### config.mk
export PLATFORM = sky130hd
export DESIGN_NAME = mux_rr_select
export DESIGN_NICKNAME = d
export VERILOG_FILES = /design/src/rtl/mux_rr_select.sv
export SDC_FILE = /design/constraint.sdc
export NUM_CORES = 1
export LEC_CHECK = 0
export ABC_AREA = 1
export CORE_MARGIN = 1
export CORE_UTILIZATION = 59
export CTS_BUF_LIST = sky130_fd_sc_hd__clkbuf_4
export DETAILED_ROUTE_END_ITERATION = 10
export PLACE_DENSITY_LB_ADDON = 0.1
export REMOVE_ABC_BUFFERS = 1
export SLEW_MARGIN = 20
export SYNTH_ARGS = -nofsm -noshare
export SYNTH_HDL_FRONTEND = slang
export SYNTH_SLANG_ARGS = --single-unit
### constraint.sdc
create_clock -name Clk_s -period 1.75 [get_ports Clk_s]
set_input_delay 0.35 -clock Clk_s [delete_from_list [all_inputs] [get_ports Clk_s]]
set_output_delay 0.35 -clock Clk_s [all_outputs]
set_load 0.02 [all_outputs]
### src/rtl/mux_rr_select.sv
// Round-robin select sequencer for a 2-bit 4x1 mux: registered select, one-hot grant, bounded dwell.
// Optional MUXSEL_LOCK_EN adds Lock_s, which freezes the dwell counter while a grant is held.
module mux_rr_select #(
  parameter int unsigned HOLD_CYCLES = 4
) (
  input  logic       Clk_s,
  input  logic       Rst_s,
  input  logic [3:0] Req_s,
  input  logic       Done_s,
`ifdef MUXSEL_LOCK_EN
  input  logic       Lock_s,
`endif
  output logic       S1_s,
  output logic       S0_s,
  output logic [3:0] Gnt_s,
  output logic       Valid_s
);

  localparam int unsigned NCH   = 4;
  localparam int unsigned IDX_W = 2;
  localparam int unsigned CNT_W = 8;
  localparam logic [CNT_W-1:0] CNT_LOAD = CNT_W'(HOLD_CYCLES - 1);

  typedef enum logic [1:0] {
    IDLE  = 2'd0,
    GRANT = 2'd1,
    GAP   = 2'd2
  } state_e;

  state_e             state_q, state_d;
  logic [IDX_W-1:0]   last_q, last_d;
  logic [IDX_W-1:0]   sel_q, sel_d;
  logic [CNT_W-1:0]   cnt_q, cnt_d;
  logic [NCH-1:0]     gnt_q, gnt_d;
  logic               valid_q, valid_d;
  logic               lock_c;
  logic [IDX_W-1:0]   pick_c;
  logic               found_c;
  logic               release_c;

`ifdef MUXSEL_LOCK_EN
  assign lock_c = Lock_s;
`else
  assign lock_c = 1'b0;
`endif

  // First requester in ascending wrap order starting just after the last grant
  always_comb begin
    pick_c  = '0;
    found_c = 1'b0;
    for (int unsigned i = 1; i <= NCH; i++) begin
      if (!found_c && Req_s[IDX_W'(last_q + IDX_W'(i))]) begin
        pick_c  = IDX_W'(last_q + IDX_W'(i));
        found_c = 1'b1;
      end
    end
  end

  assign release_c = ((cnt_q == '0) && !lock_c) || Done_s || !Req_s[sel_q];

  always_comb begin
    state_d = state_q;
    last_d  = last_q;
    sel_d   = sel_q;
    cnt_d   = cnt_q;
    gnt_d   = gnt_q;
    valid_d = valid_q;
    unique case (state_q)
      IDLE: begin
        gnt_d   = '0;
        valid_d = 1'b0;
        if (found_c) begin
          state_d = GRANT;
          sel_d   = pick_c;
          gnt_d   = NCH'(1) << pick_c;
          valid_d = 1'b1;
          cnt_d   = CNT_LOAD;
        end
      end
      GRANT: begin
        if (release_c) begin
          state_d = GAP;
          last_d  = sel_q;
          gnt_d   = '0;
          valid_d = 1'b0;
        end else if (!lock_c && (cnt_q != '0)) begin
          cnt_d = cnt_q - CNT_W'(1);
        end
      end
      GAP: begin
        state_d = IDLE;
        gnt_d   = '0;
        valid_d = 1'b0;
      end
      default: begin
        state_d = IDLE;
        gnt_d   = '0;
        valid_d = 1'b0;
      end
    endcase
  end

  always_ff @(posedge Clk_s or negedge Rst_s) begin
    if (!Rst_s) begin
      state_q <= IDLE;
      last_q  <= IDX_W'(NCH - 1);
      sel_q   <= '0;
      cnt_q   <= '0;
      gnt_q   <= '0;
      valid_q <= 1'b0;
    end else begin
      state_q <= state_d;
      last_q  <= last_d;
      sel_q   <= sel_d;
      cnt_q   <= cnt_d;
      gnt_q   <= gnt_d;
      valid_q <= valid_d;
    end
  end

  assign S1_s    = sel_q[1];
  assign S0_s    = sel_q[0];
  assign Gnt_s   = gnt_q;
  assign Valid_s = valid_q;

endmodule

==> impl_results.md <==
- H-tree levels: 1
- Top cell type's share of synthesized area: 0.305
- Pwr dens: 2050 nW/µm²
- Sw frac: 0.515
- Core Area: 2210 µm²
- CTS tree: yes
- Post-synth top area cell: dfrtp_1
- Crit. Startpoint: last_q[0]$_DFFE_PN1P_
- Initial antenna violation count: 0
- Most instantiated cells after synthesis: nand2_1 (69), dfrtp_1 (17), inv_1 (17), nor2_1 (17), nand2_2 (13)
- Switching pwr: approximately 1.8 mW
- Hold slack final: ~0.38 ns
- Drt wl/cell: 12.5 µm
- Finish-stage setup viols: 0
- Via count: 1,263
- Synth Register Bits: 19
- Met1 usage: 0.311
- Total gr overflow: 0
- Initial drt markers: 15
- Worst IR Drop VDD: about 0.0013 V
- Placed Area: between 1500 and 2000 µm²
- Cell internal pwr: 1.70 mW
- CP endpoint kind: register
- Die width: about 51 µm
- CTS Buffer Depth: 2
- Hold Path Class: input port to async pin
- Worst r2r src: last_q[0]$_DFFE_PN1P_
- Status: complete, no violations
- Crit path required time: 1.93 ns
- LEAKAGE: 0.896 nW
- Seq pwr share: 0.228
- First drt pass iteration count: 4
- Critical Path AT: about 1.9 ns
- Pins Over Slew Limit: 0
- Setup CP Type: register to register
- Fraction of registers with async set or reset after synthesis: 1.00
- Largest net degree at the start of global routing: 20
- Crit start category: register
- IO Port Bufs: 13
- Worst Skew: about 0.010 ns
- Drt drc: 0
- Setup repair after global routing missed its margin: yes
- Max Clock Freq: 573 MHz
- Clk root buf: clkbuf_4
- Post-synthesis cell area: 1390 µm²
- Clock Sink Count: 19
- Num ports: 14
- Main synth FF type: dfrtp_1
- Clk pwr share: 0.065
- CTS clk-pin slew, worst paths: ~0.10 ns
- NumNets Final: 227
- GR Layer Usage met3: 0.0485
- Ratio of cells with drive above 1 in the final layout: 0.290
- RD Place Congestion: 0.800
- GR Layer Usage met2: 0.476
- R2r setup slk: 0.005 ns
- Initial Utilization: 0.630
- Syn avg cell area: 7.37 µm²
- Busiest grt layer: met2
- DIE HEIGHT: 50.6 µm
- Yosys cell types: 27
- Synth-to-layout area growth: 22.6%
- Row cnt: 17
- Design Area, Final: 1710 µm²
- Slew @ Worst Pin: 0.555 ns
- Syn. warnings: 0
- Relative slew slack: 0.629
- Most numerous cell in the Yosys netlist: nand2_1
- Syn Inst Count: 189
- Routed WL: approximately 3000 µm
- Seq/Total Area, Yosys: 0.343
- Tot GR Track Use: 0.264
- Worst skew pair latency: 0.29 ns
- Final Cycle Share: 0.997
- Critical path peak fanout: 7
- EDFF count, synth: 0
- Die Footprint: 2560 µm²
- First-pass GRT wire length: about 5000 µm
- Final hold vios: 0
- Vias/cell: 5.16
- Vias in the first global route: ~1,200
- Top cells by area, synth: dfrtp_1 (31%), nand2_1 (19%), nand3_2 (8.6%)
- Detail Route Antenna Nets: 0
- Antenna cell count: 0
- Pwr Total: 3.50 mW
- HPWL after detailed placement: around 2300 µm
- Maxcap violations: 0
- Minimum clock period: about 1.7 ns
- Setup TNS: 0 ns
- Gate power share: 0.707
- CTS buffer count: 3
- # fillers: 165
==> cell families after synthesis <==
group / after synthesis / share of synthesized area
xor+xnor: 5 / 0.0314
compound gates: 12 / 0.0440
simple gates: 128 / 0.482
flops: 19 / 0.343
buf+inv: 23 / 0.0818
fa+ha+maj: 2 / 0.0180
==> layer usage <==
layer | wire (µm) | vias up
met5 | 0 | -
met3 | 87 | 4
li1 | - | 647
met2 | 1560 | 24
met1 | 1380 | 588
met4 | 41 | 0
==> final timing paths <==
check / end / depth (start not counted)
setup / recovery: cnt_q[1]$_DFFE_PN0P_ / 11
hold / removal: state_q[0]$_DFFE_PN0P_ / 2
setup reg to reg: cnt_q[1]$_DFFE_PN0P_ / 11
hold reg to reg: Gnt_s[0]$_DFFE_PN0P_ / 2
max in group asynchronous: last_q[1]$_DFFE_PN1P_ / 2
min in group Clk_s: Gnt_s[0]$_DFFE_PN0P_ / 2
==> metrics by stage <==
step	utilization	setup WS, ns	instances
after global routing	0.771	-0.0755	245
after floorplan	-	0.120	186
after detailed placement	0.719	-0.157	236
after CTS	0.733	0.0120	240
final	0.771	0.00524	245
after global placement	0.719	-0.105	236
==> power by group through the flow <==
stage	Sequential, mW	Clock (mW)	Combinational [mW]
2_1_floorplan	0.851	0	1.49
6_report	0.797	0.229	2.48
4_1_cts	0.789	0.233	2.17
3_5_place_dp	0.800	0	2.15
5_1_grt	0.820	0.254	2.75
3_3_place_gp	0.793	0	2.09
==> cell usage in the layout, fill, tap and decap left out, types with 2 or more instances in the layout <==
cell | Yosys | layout
o21ai_0 | 5 | 5
nand4_1 | 3 | 3
dfstp_2 | 2 | 2
xor2_1 | 4 | 4
buf_4 | 1 | 12
clkbuf_4 | 0 | 4
nand3_1 | 6 | 6
nand2_4 | 3 | 5
dfrtp_1 | 17 | 17
ha_1 | 2 | 2
inv_1 | 17 | 16
nor2_4 | 1 | 2
nor2_1 | 17 | 16
nand2_2 | 13 | 15
a21oi_1 | 4 | 3
inv_4 | 2 | 3
clkdlybuf4s50_1 | 0 | 12
nand2_1 | 69 | 66
nand3_2 | 12 | 12
==> state kept, by name (all words and copies together) (netlist names) <==
register	cells
Valid_s	1
last_q	2
sel_q	2
state_q	2
cnt_q	8
Gnt_s	4
==> critical path: stages, from the launching register on <==
cell	delay, ns
dfstp_2	0.60
buf_6	0.13
nand2_1	0.06
nand2_2	0.10
nand2_2	0.09
nand2_4	0.10
nor2_4	0.05
nand2_4	0.11
nand2_8	0.08
buf_4	0.17
nand3_2	0.07
nand2_1	0.06
==> layout make-up <==
cell class,count,area [µm²],share of cell area
clock buffers,4,30.0,0.0176
multi-input cells,148,847,0.496
flip-flops and latches,19,478,0.280
repair buffers,26,234,0.137
well taps,28,35.0,0.0205
inverters,20,82.6,0.0484
==> repair_timing <==
item                       4_1_cts  5_1_grt
hold buffers                     0        0
setup endpoints to repair        0       16
gates resized for setup          0       13
setup buffers                    0        4
(Power assumes the default switching activity.)
